**src/rtl/clk_div_pkg.sv**
```systemverilog
// Shared constants for the programmable clock divider: default widths, reset divisor
// and the smallest divisor a load may request.
package clk_div_pkg;

    localparam int CNT_W_DEF       = 16;
    localparam int DEFAULT_DIV_DEF = 4;
    localparam int MIN_DIV         = 2;

endpackage

```
**src/rtl/clk_div_cfg.sv**
```systemverilog
// Divisor staging: validates load requests, holds the pending divisor until the top
// level consumes it at a period boundary, and flags rejected loads.
module clk_div_cfg
    import clk_div_pkg::*;
#(
    parameter int CNT_W = CNT_W_DEF
) (
    input  logic             i_clk,
    input  logic             i_rst_n,
    input  logic [CNT_W-1:0] i_div_in,
    input  logic             i_div_load,
    input  logic             i_apply,
    output logic [CNT_W-1:0] o_pend_div,
    output logic             o_pending,
    output logic             o_div_err
);

    logic             w_valid;
    logic             r_pending;
    logic             r_err;
    logic [CNT_W-1:0] r_pend_div;

    assign w_valid = (i_div_in >= CNT_W'(MIN_DIV));

    // A fresh load beats consumption, so a load landing on a boundary stays pending
    always_ff @(posedge i_clk) begin
        if (!i_rst_n) begin
            r_pending <= 1'b0;
            r_err     <= 1'b0;
        end else begin
            r_err <= i_div_load && !w_valid;
            if (i_div_load && w_valid) begin
                r_pending <= 1'b1;
            end else if (i_apply) begin
                r_pending <= 1'b0;
            end
        end
    end

    always_ff @(posedge i_clk) begin
        if (i_div_load && w_valid) begin
            r_pend_div <= i_div_in;
        end
    end

    assign o_pend_div = r_pend_div;
    assign o_pending  = r_pending;
    assign o_div_err  = r_err;

endmodule

```
**src/rtl/clk_divider_prog.sv**
```systemverilog
// Programmable clock divider: phase counter with low phase first, registered clock
// and rise-tick outputs, and glitch-free divisor changes at period boundaries.
module clk_divider_prog
    import clk_div_pkg::*;
#(
    parameter int CNT_W       = CNT_W_DEF,
    parameter int DEFAULT_DIV = DEFAULT_DIV_DEF
) (
    input  logic             clock_in,
    input  logic             reset_n,
    input  logic             enable,
    input  logic [CNT_W-1:0] div_in,
    input  logic             div_load,
    output logic             clock_out,
    output logic             rise_tick,
    output logic [CNT_W-1:0] div_active,
    output logic             div_pending,
    output logic             div_err
);

    logic [CNT_W-1:0] r_cnt;
    logic [CNT_W-1:0] r_div;
    logic             r_clk;
    logic             r_rise;

    logic             w_last;
    logic             w_apply;
    logic             w_pending;
    logic [CNT_W-1:0] w_pend_div;
    logic [CNT_W-1:0] w_cnt_nxt;
    logic [CNT_W-1:0] w_div_nxt;
    logic [CNT_W-1:0] w_low_nxt;

    function automatic logic [CNT_W-1:0] f_low_len(input logic [CNT_W-1:0] d);
        return d - (d >> 1);
    endfunction

    clk_div_cfg #(
        .CNT_W (CNT_W)
    ) u_cfg (
        .i_clk      (clock_in),
        .i_rst_n    (reset_n),
        .i_div_in   (div_in),
        .i_div_load (div_load),
        .i_apply    (w_apply),
        .o_pend_div (w_pend_div),
        .o_pending  (w_pending),
        .o_div_err  (div_err)
    );

    // Outputs are registered from the next-state values so they line up with r_cnt
    always_comb begin
        w_last    = (r_cnt == r_div - CNT_W'(1));
        w_apply   = enable && w_last && w_pending;
        w_cnt_nxt = r_cnt;
        w_div_nxt = r_div;
        if (enable) begin
            if (w_last) begin
                w_cnt_nxt = '0;
                if (w_pending) begin
                    w_div_nxt = w_pend_div;
                end
            end else begin
                w_cnt_nxt = r_cnt + CNT_W'(1);
            end
        end
        w_low_nxt = f_low_len(w_div_nxt);
    end

    always_ff @(posedge clock_in) begin
        if (!reset_n) begin
            r_cnt  <= '0;
            r_div  <= CNT_W'(DEFAULT_DIV);
            r_clk  <= 1'b0;
            r_rise <= 1'b0;
        end else begin
            r_cnt  <= w_cnt_nxt;
            r_div  <= w_div_nxt;
            r_clk  <= (w_cnt_nxt >= w_low_nxt);
            r_rise <= enable && (w_cnt_nxt == w_low_nxt);
        end
    end

    assign clock_out   = r_clk;
    assign rise_tick   = r_rise;
    assign div_active  = r_div;
    assign div_pending = w_pending;

endmodule

```
**config.mk**
```make
export PLATFORM = sky130hd
export DESIGN_NAME = clk_divider_prog
export DESIGN_NICKNAME = d
export VERILOG_FILES = /design/src/rtl/clk_div_pkg.sv /design/src/rtl/clk_div_cfg.sv /design/src/rtl/clk_divider_prog.sv
export SDC_FILE = /design/constraint.sdc
export NUM_CORES = 1
export LEC_CHECK = 0
export CORE_MARGIN = 3
export CORE_UTILIZATION = 45
export CTS_CLUSTER_DIAMETER = 30
export DETAILED_ROUTE_END_ITERATION = 16
export DONT_BUFFER_PORTS = 1
export GPL_TIMING_DRIVEN = 0
export HOLD_SLACK_MARGIN = 0.1
export PLACE_DENSITY_LB_ADDON = 0.12
export SETUP_SLACK_MARGIN = 0.2
export SYNTH_ARGS = -nofsm -noshare
export SYNTH_HDL_FRONTEND = slang
export SYNTH_HIERARCHICAL = 1
export SYNTH_SLANG_ARGS = --single-unit
export TNS_END_PERCENT = 30
```
**constraint.sdc**
```tcl
create_clock -name clock_in -period 8.4 [get_ports clock_in]
set_input_delay 0.84 -clock clock_in [delete_from_list [all_inputs] [get_ports clock_in]]
set_output_delay 0.84 -clock clock_in [all_outputs]
set_load 0.03 [all_outputs]
```
# ---- Word level (Yosys, flattened, before mapping)
# Index checks and enable logic that the tools add are counted.
dict set report word_totals {
  regBits 52
}
dict set report op_classes {
  n_addsub 3
  magnitude_cmp 2
  n_eq_ne 2
  muxes 7
  reduce_logical 7
}
# op n
set op_table {}
lappend op_table {{two-way mux 16 bit} 5}
lappend op_table {{== test 16 bit} 2}
lappend op_table {{adder 16 x 1 -> 16 bit, second input constant} 1}
lappend op_table {{greater-or-equal comparator 16 bit} 1}
lappend op_table {{greater-or-equal comparator 16 x 2 -> 1 bit, second input constant} 1}
lappend op_table {{subtractor 16 x 1 -> 16 bit, second input constant} 1}
lappend op_table {{subtractor 16 x 15 -> 16 bit} 1}
lappend op_table {{logical AND 1 bit} 5}
lappend op_table {{two-way mux 1 bit} 2}
lappend op_table {{nonzero test 2 bit} 1}
lappend op_table {{zero test 1 bit} 1}

# ---- Longest topological paths before layout
# Gate-level depths: netlist of the first run.
dict set report depth {
  ltp_word 7
  depth_mapped 29
  ltp_nobuf 27
}

# ---- By module
# Netlist of the first run, hierarchy kept.
# mod n_inst cells_per_inst area_per_inst_um2
set modules_own_cells {}
lappend modules_own_cells {clk_divider_prog 1 379 3060.4}
lappend modules_own_cells {clk_div_cfg 1 28 589.3}

# ---- Worst setup path after synthesis of the first run
# OpenSTA, ideal clock, no wires.
dict set report synth_path {
  path_kind {register -> register}
  from {register r_div[5], in the netlist div_active[5]}
  to {register r_clk, in the netlist clock_out}
  arrival_time_ps 5887
  required_time_ps 8285
  setup_slack_ps 2399
  stages_incl_launch_ff 30
  cell_sequence {dfxtp_1 -> or4_1 -> buf_2 -> or4_1 -> buf_2 -> o31a_1 -> o221a_1 -> and3_1 -> nand4_1 -> buf_6 -> buf_12 -> mux2i_4 -> inv_1 -> ha_1 -> o21ai_0 -> a21oi_1 -> or4_1 -> a21oi_1 -> o21bai_1 -> a21oi_1 -> xor2_1 -> ha_1 -> a21o_1 -> a21oi_1 -> nor2b_1 -> o21ai_0 -> nand2b_1 -> a21oi_1 -> o21ai_0 -> o21a_1}
}
dict set report synth_between {
  elab_chain_len 6
}
# element line_no
set synth_lines {}
lappend synth_lines {{start: declaration} clk_divider_prog.sv:22} ;# logic [CNT_W-1:0] r_div;
lappend synth_lines {{start signal: assignment} clk_divider_prog.sv:73} ;# r_div <= CNT_W'(DEFAULT_DIV);
lappend synth_lines {{start signal: assignment} clk_divider_prog.sv:78} ;# r_div <= w_div_nxt;
lappend synth_lines {{subtractor 16 x 1 -> 16 bit} clk_divider_prog.sv:53} ;# w_last = (r_cnt == r_div - CNT_W'(1));
lappend synth_lines {{== test 16 bit} clk_divider_prog.sv:53}
lappend synth_lines {{two-way mux 16 bit} clk_divider_prog.sv:58} ;# if (w_last) begin
lappend synth_lines {{two-way mux 16 bit} clk_divider_prog.sv:57} ;# if (enable) begin
lappend synth_lines {{net w_div_nxt[2]} clk_divider_prog.sv:31} ;# logic [CNT_W-1:0] w_div_nxt;
lappend synth_lines {{subtractor 16 x 15 -> 16 bit} clk_divider_prog.sv:35} ;# return d - (d >> 1);
lappend synth_lines {{greater-or-equal comparator 16 bit} clk_divider_prog.sv:79} ;# r_clk <= (w_cnt_nxt >= w_low_nxt);
lappend synth_lines {{end signal: assignment} clk_divider_prog.sv:79}
lappend synth_lines {{end: declaration} clk_divider_prog.sv:23} ;# logic r_clk;
# The timed path passes the listed nets, and every way through them passes these cells.
# A chain may end at the register's enable or synchronous reset.

# ---- Final worst setup path of the first run
# Same ends and word-level chain as after synthesis.

==> results of run 1 <==
kinds of logic (layout without fill, tap and decap cells):
group,count (synthesis),after routing,share of synthesized area
simple gates,155,155,0.213
compound gates,58,58,0.105
flops,52,52,0.329
xor+xnor,45,45,0.108
buf+inv,43,51,0.0542
fa+ha+maj,34,34,0.119
mux,20,20,0.0730
per-layer routing:
metal | vias up | GRT usage | part of all wire
met5 | - | 0 | 0
met4 | 0 | 0.0592 | 0.022
met3 | 17 | 0.0493 | 0.057
met2 | 76 | 0.302 | 0.44
met1 | 1309 | 0.259 | 0.48
li1 | 1454 | - | -
sequential cells by signal (all words and copies together), names as in the netlist:
| register | cells |
|---|---|
| u_cfg/o_div_err | 1 |
| clock_out | 1 |
| u_cfg/o_pending | 1 |
| div_active | 16 |
| rise_tick | 1 |
| r_cnt | 16 |
| u_cfg/o_pend_div | 16 |
cells in the final DEF (no fill, tap or decap), types with 3 or more instances in the layout:
cell type                  Yosys  layout
sky130_fd_sc_hd__a21o_1        4       4
sky130_fd_sc_hd__a21oi_1      19      19
sky130_fd_sc_hd__a31oi_1       4       4
sky130_fd_sc_hd__and3_1        5       5
sky130_fd_sc_hd__buf_2         4       4
sky130_fd_sc_hd__clkbuf_1     10      10
sky130_fd_sc_hd__clkbuf_8      0       5
sky130_fd_sc_hd__dfxtp_1      36      36
sky130_fd_sc_hd__edfxtp_1     16      16
sky130_fd_sc_hd__ha_1         33      33
sky130_fd_sc_hd__inv_1        25      25
sky130_fd_sc_hd__mux2i_1       9       9
sky130_fd_sc_hd__mux2i_2       6       6
sky130_fd_sc_hd__mux2i_4       3       3
sky130_fd_sc_hd__nand2_1      21      21
sky130_fd_sc_hd__nand2b_1      5       5
sky130_fd_sc_hd__nand3_1      19      19
sky130_fd_sc_hd__nand4_1       7       7
sky130_fd_sc_hd__nor2_1       47      47
sky130_fd_sc_hd__nor2b_1       7       7
sky130_fd_sc_hd__nor3_1       19      19
sky130_fd_sc_hd__nor4_1        6       6
sky130_fd_sc_hd__o211ai_1      3       3
sky130_fd_sc_hd__o21a_1        3       3
sky130_fd_sc_hd__o21ai_0      10      10
sky130_fd_sc_hd__or3_1         5       5
sky130_fd_sc_hd__or4_1         4       4
sky130_fd_sc_hd__xnor2_1      23      23
sky130_fd_sc_hd__xor2_1       22      22
per-stage QoR:
step	instance area, um^2	utilization
2_1_floorplan	3650	-
3_3_place_gp	3780	0.484
3_5_place_dp	3780	0.484
4_1_cts	3870	0.495
5_1_grt	3870	0.495
6_report	3870	0.495
worst min path at each step:
stage | startpoint | end | slack (ns) | cells past startpoint
after floorplan | u_cfg/o_pend_div[0] | div_active[0] | 0.48 | 2
after global placement | u_cfg/o_pend_div[0] | div_active[0] | 0.52 | 2
after detailed placement | u_cfg/o_pend_div[9] | div_active[9] | 0.53 | 2
after CTS | u_cfg/o_pend_div[5] | div_active[5] | 0.55 | 2
after global routing | reset_n | div_active[2] | 0.57 | 1
final | u_cfg/o_pend_div[5] | div_active[5] | 0.54 | 2
report_power, final:
| group | total [W] | switching (W) | internal (W) |
|---|---|---|---|
| Combinational | 0.0000564 | 0.0000324 | 0.0000240 |
| Sequential | 0.000277 | 0.00000860 | 0.000268 |
| Clock | 0.000152 | 0.0000923 | 0.0000601 |
| Total | 0.000485 | 0.000133 | 0.000352 |
worst register-to-register path, delay by kind of cell (launching register included):
kind | cells | cell delay, ns
compound gates | 13 | 2.27
simple gates | 7 | 1.95
buf+inv | 5 | 0.80
fa+ha+maj | 2 | 0.64
flops | 1 | 0.51
mux | 1 | 0.31
xor+xnor | 1 | 0.24
layout make-up:
cell class	count	area share
clock inverter	3	0.00550
sequential	52	0.311
inverter	25	0.0243
multi-input combinational	312	0.582
buffer	18	0.0269
tap	102	0.0330
clock buffer	5	0.0178
==> metrics.md, run 1 <==
| Metric | Value |
|---|---|
| Status | `complete, no violations` |
| Final worst slack | `1.58 ns` |
| Hold Vio Cnt, Final | `0` |
| Maximum root-to-sink buffer count | `2` |
| Initial antenna violation count | `0` |
| Number of nets in the layout | `468` |
| Share of flip-flops with an asynchronous set or reset after synthesis | `0` |
| Placer congestion estimate | `0.896` |
| First-pass GRT wire length | `13,700 um` |
| Required time of the critical path | `8.62 ns` |
| Cell taking the most area after synthesis | `sky130_fd_sc_hd__dfxtp_1` |
| Cell types occupying the most area after synthesis | `sky130_fd_sc_hd__dfxtp_1, sky130_fd_sc_hd__edfxtp_1, sky130_fd_sc_hd__ha_1` |
| Power per Cell Area | `126 nW/um^2` |
| Synthesized Nets | `461` |
| CORE AREA | `7810 um^2` |
| Number of primary I/O pins | `40` |
| Average vias per placed instance | `5.52` |
| Number of fill cells | `739` |
| Clock buffer count from CTS | `5` |
| Cell at the slowest stage of the critical path | `sky130_fd_sc_hd__or4_1` |
| Count of mapped cells out of synthesis | `407` |
| Remaining antenna violation count | `0` |
| Core Rows | `32` |
| Drt drc | `0` |
| Fraction of final layout cells with drive strength greater than 1 | `0.0867` |
| Critical path destination | `clock_out` |
| Die Ht | `96.1 um` |
| Total count of max-transition violations in the final report | `0` |
| Crit Reg-Reg Endpoint | `clock_out` |
| Die ar. | `9230 um^2` |
| Number of port buffers | `0` |
| Multi-input gate area | `2250 um^2` |
| Number of clock sinks seen by CTS | `52` |
| Total overflow reported by the global router | `0` |
| Setup slack at placement | `1.57 ns` |
| Number of instances resized during post-cts repair | `0` |
| Wirelength, routed | `8230 um` |
| Cell Area, Synth | `3650 um^2` |
| WP data arrival | `7.03 ns` |
| Share of synthesized area occupied by flip-flops and latches | `0.329` |
| Non-filler instance count after layout | `517` |
| Drt first pass iters | `4` |
| Buffer cell driving the clock tree root | `sky130_fd_sc_hd__clkbuf_8` |
| Type of origin of the critical path | `flip-flop` |
| Post-route clock skew | `0.00646 ns` |
| Number of synthesis warnings | `6` |
| Final setup violating endpoints | `0` |
| Max-cap violations | `0` |
| Setup crit end kind | `flip-flop` |
| Time the worst path needs with I/O delays and setup | `6.82 ns` |
| Highest cell delay on the worst timing path | `0.57 ns` |
| Clk pin slew, worst setup/hold paths | `0.11 ns` |
| Static Leak | `1.73 nW` |
| Iteration-0 DRC count of the detailed router | `99` |
| Pwr Total | `0.000485 W` |
| Clock tree from TritonCTS | `done` |
| Buffers & Inverters on Critical Path | `5` |
| Storage element area | `1200 um^2` |
| Worst Path Class, Setup | `flip-flop to flip-flop` |
| Placed Instances | `509` |
| Number of cell instances on the worst register-to-register path | `29` |
| Peak VDD IR | `0.0947 mV` |
| Number of hold-repair buffers added at the cts stage | `0` |
| Post-synthesis to final-layout area growth | `5.97%` |
| Fraction of post-synthesis cell area in the top cell type by area | `0.197` |
| Maximum fanout along the worst path | `10` |
| Crit path from | `div_active[5]` |
| Worst skew pair latency | `0.31 ns` |
| Final HPWL DP | `6540 um` |
| Average cell area after synthesis | `8.97 um^2` |
| Most prevalent standard cell on the critical path | `sky130_fd_sc_hd__a21oi_1` |
| Count of inserted antenna diode cells | `0` |
| Launching point of the worst reg2reg path | `div_active[5]` |
| Most common flop cell mapped by yosys | `sky130_fd_sc_hd__dfxtp_1` |
| Leading cell types by count after synthesis | `sky130_fd_sc_hd__nor2_1, sky130_fd_sc_hd__dfxtp_1, sky130_fd_sc_hd__ha_1, sky130_fd_sc_hd__inv_1, sky130_fd_sc_hd__xnor2_1` |
| Max-slew headroom | `0.550` |
| Routed wire length per instance | `15.9 um` |
| Die width | `96.1 um` |
| Flops & latches, synth | `52` |
| Number of logic stages on the critical path including buffering | `29` |
| Largest net degree at the start of global routing | `18` |
| Setup Buffers After CTS | `0` |
| Worst min-delay path category | `flip-flop to flip-flop` |
| Slew at the pin closest to its max-slew limit | `0.675 ns` |
| Final sum of negative setup slack | `0 ns` |
| Library cell with the highest instance count after synthesis | `sky130_fd_sc_hd__nor2_1` |
| Worst-case hold slack | `0.544 ns` |
| CTS HTree Levels | `2` |
| Ratio of final minimum period to clock period | `0.812` |
| Unrepaired setup endpoints after global routing | `false` |
| Count of flip-flops with a built-in enable after synthesis | `16` |
| Via count of the first global-routing pass | `2,817` |
| Total global routing track utilization | `0.192` |
| Overall via count from detail_route | `2,856` |
| Initial core utilization | `0.467` |
| Cell family with the largest share of critical-path delay | `compound AO/OA/AOI/OAI gates` |
| Number of distinct library cells after synthesis | `53` |
| Maximum frequency from static timing analysis | `147 MHz` |
| FF-to-FF setup slack | `1.58 ns` |
No activity file was read; power rests on OpenSTA's default activity.
==> run 2: changes to the inputs <==
Clock period 8.4 ns to 6.8 ns, I/O delays scaled along.
==> metrics.md, run 2 (synthesis results as in run 1) <==
| Metric | Value |
|---|---|
| Setup crit end kind | `flip-flop` |
| Die width | `96.1 um (unchanged)` |
| Number of clock sinks seen by CTS | `52 (unchanged)` |
| Worst skew pair latency | `0.31 ns (about the same)` |
| Power per Cell Area | `151 nW/um^2 (+20%)` |
| Max-slew headroom | `0.572 (+0.0215)` |
| Largest net degree at the start of global routing | `18 (unchanged)` |
| Most prevalent standard cell on the critical path | `sky130_fd_sc_hd__a21oi_1` |
| Non-filler instance count after layout | `528 (+2.1%)` |
| Overall via count from detail_route | `2,889 (+1.2%)` |
| WP data arrival | `6.55 ns (-0.48 ns)` |
| Total global routing track utilization | `0.194 (+0.00115)` |
| CORE AREA | `7810 um^2 (unchanged)` |
| Max-cap violations | `0 (unchanged)` |
| Total count of max-transition violations in the final report | `0 (unchanged)` |
| Static Leak | `1.79 nW (+3.5%)` |
| Iteration-0 DRC count of the detailed router | `88 (-11%)` |
| Most frequent cells in the layout | `sky130_fd_sc_hd__nor2_1, sky130_fd_sc_hd__ha_1, sky130_fd_sc_hd__dfxtp_1` |
| Fin util | `0.519 (+0.0240)` |
| Total overflow reported by the global router | `0 (unchanged)` |
| Die Ht | `96.1 um (unchanged)` |
| Clk pin slew, worst setup/hold paths | `0.10 ns (about the same)` |
| Drt drc | `0 (unchanged)` |
| Type of origin of the critical path | `flip-flop` |
| Drt first pass iters | `4 (unchanged)` |
| Routed wire length per instance | `16.0 um (+0.43%)` |
| Highest cell delay on the worst timing path | `0.52 ns (-0.05 ns)` |
| Worst-case hold slack | `0.423 ns (-0.121 ns)` |
| Most common library cell in the layout ignoring fill and taps | `sky130_fd_sc_hd__nor2_1` |
| Time the worst path needs with I/O delays and setup | `6.34 ns (-0.479 ns)` |
| Remaining antenna violation count | `0 (unchanged)` |
| Total non-filler cell area in the finished layout | `4060 um^2 (+4.9%)` |
| Slew at the pin closest to its max-slew limit | `0.643 ns (-0.0323 ns)` |
| Maximum frequency from static timing analysis | `158 MHz (+7.6%)` |
| Post-synthesis to final-layout area growth | `11.1%` |
| Buffer cell driving the clock tree root | `sky130_fd_sc_hd__clkbuf_8` |
| Core Rows | `32 (unchanged)` |
| Die ar. | `9230 um^2 (unchanged)` |
| Status | `complete, no violations` |
| Number of port buffers | `0 (unchanged)` |
| Number of primary I/O pins | `40 (unchanged)` |
| Final HPWL DP | `6540 um (unchanged)` |
| Count of inserted antenna diode cells | `0 (unchanged)` |
| Worst Path Class, Setup | `flip-flop to flip-flop` |
| Worst min-delay path category | `input port to flip-flop` |
| Ratio of final minimum period to clock period | `0.932 (+0.121)` |
| Maximum fanout along the worst path | `10 (unchanged)` |
| Wirelength, routed | `8440 um (+2.6%)` |
| Clock buffer count from CTS | `5 (unchanged)` |
| CTS HTree Levels | `2 (unchanged)` |
| Placer congestion estimate | `0.896 (unchanged)` |
| Via count of the first global-routing pass | `2,822 (+0.18%)` |
| Placed Instances | `509 (unchanged)` |
| Clock tree from TritonCTS | `done` |
| Average vias per placed instance | `5.47 (-0.95%)` |
| Number of nets in the layout | `479 (+2.4%)` |
| Final setup violating endpoints | `0 (unchanged)` |
| Unrepaired setup endpoints after global routing | `false` |
| Total placed instance area | `3780 um^2 (unchanged)` |
| Initial core utilization | `0.467 (unchanged)` |
| Peak VDD IR | `0.117 mV (+23%)` |
| Maximum root-to-sink buffer count | `2 (unchanged)` |
| Cell at the slowest stage of the critical path | `sky130_fd_sc_hd__or4_1` |
| Required time of the critical path | `7.02 ns (-1.60 ns)` |
| First-pass GRT wire length | `13,700 um (+0.51%)` |
| Hold Vio Cnt, Final | `0 (unchanged)` |
| Initial antenna violation count | `0 (unchanged)` |
| Fraction of final layout cells with drive strength greater than 1 | `0.150 (+0.0635)` |
| Post-route clock skew | `0.00549 ns (-0.000970 ns)` |
-- run 2: through the flow --
step / setup slack [ns] / power, W / TNS, ns
2_1_floorplan: 0.799 / 0.000401 / 0
3_3_place_gp: 0.0330 / 0.000418 / 0
3_5_place_dp: -0.0268 / 0.000419 / -0.0268
4_1_cts: 0.183 / 0.000610 / 0
5_1_grt: 0.174 / 0.000640 / 0
6_report: 0.462 / 0.000610 / 0
-- run 2: final cells by class --
cell class | count | area (um^2)
fillers | 721 | 3750
plain buffers | 18 | 105
inverters | 25 | 93.8
multi-input cells | 312 | 2340
clock buffers | 5 | 68.8
flip-flops and latches | 52 | 1210
clock inverters | 3 | 21.3
repair buffers | 11 | 82.6
well taps | 102 | 128
-- run 2: critical path: cells and delay by family (launching register included) --
kind | cells | cell delay [ns]
AO/OA/AOI/OAI | 11 | 1.69
XOR/XNOR | 1 | 0.28
flip-flops | 1 | 0.42
multiplexers | 1 | 0.19
buffers and inverters | 5 | 0.82
adder cells (fa/ha/maj) | 2 | 0.58
AND/OR/NAND/NOR | 8 | 2.23
-- run 2: metal layers --
layer | track usage | up-vias | part of all wire
met3 | 0.0493 | 17 | 0.052
met4 | 0.0592 | 0 | 0.023
met1 | 0.260 | 1322 | 0.48
li1 | - | 1478 | -
met5 | 0 | - | 0
met2 | 0.304 | 72 | 0.44
-- run 2: timing repair --
item,in CTS,in global routing
endpoints found under the setup margin,2,2
gates resized for setup,10,16
buffers inserted,1,10
pin swaps,2,8
hold buffers,0,0
-- run 2: worst paths after layout --
check / depth (start not counted) / slack (ns) / endpoint / start
worst max-delay path: 28 / 0.46 / clock_out / div_active[5]
worst min-delay path: 1 / 0.42 / div_active[2] / reset_n
worst max register to register: 28 / 0.46 / clock_out / div_active[5]
worst min register to register: 2 / 0.55 / div_active[5] / u_cfg/o_pend_div[5]
-- run 2: where the power goes --
part / total [W] / switching, W / internal (W)
Sequential: 0.000342 / 0.0000114 / 0.000330
Clock: 0.000189 / 0.000114 / 0.0000743
Combinational: 0.0000801 / 0.0000433 / 0.0000367
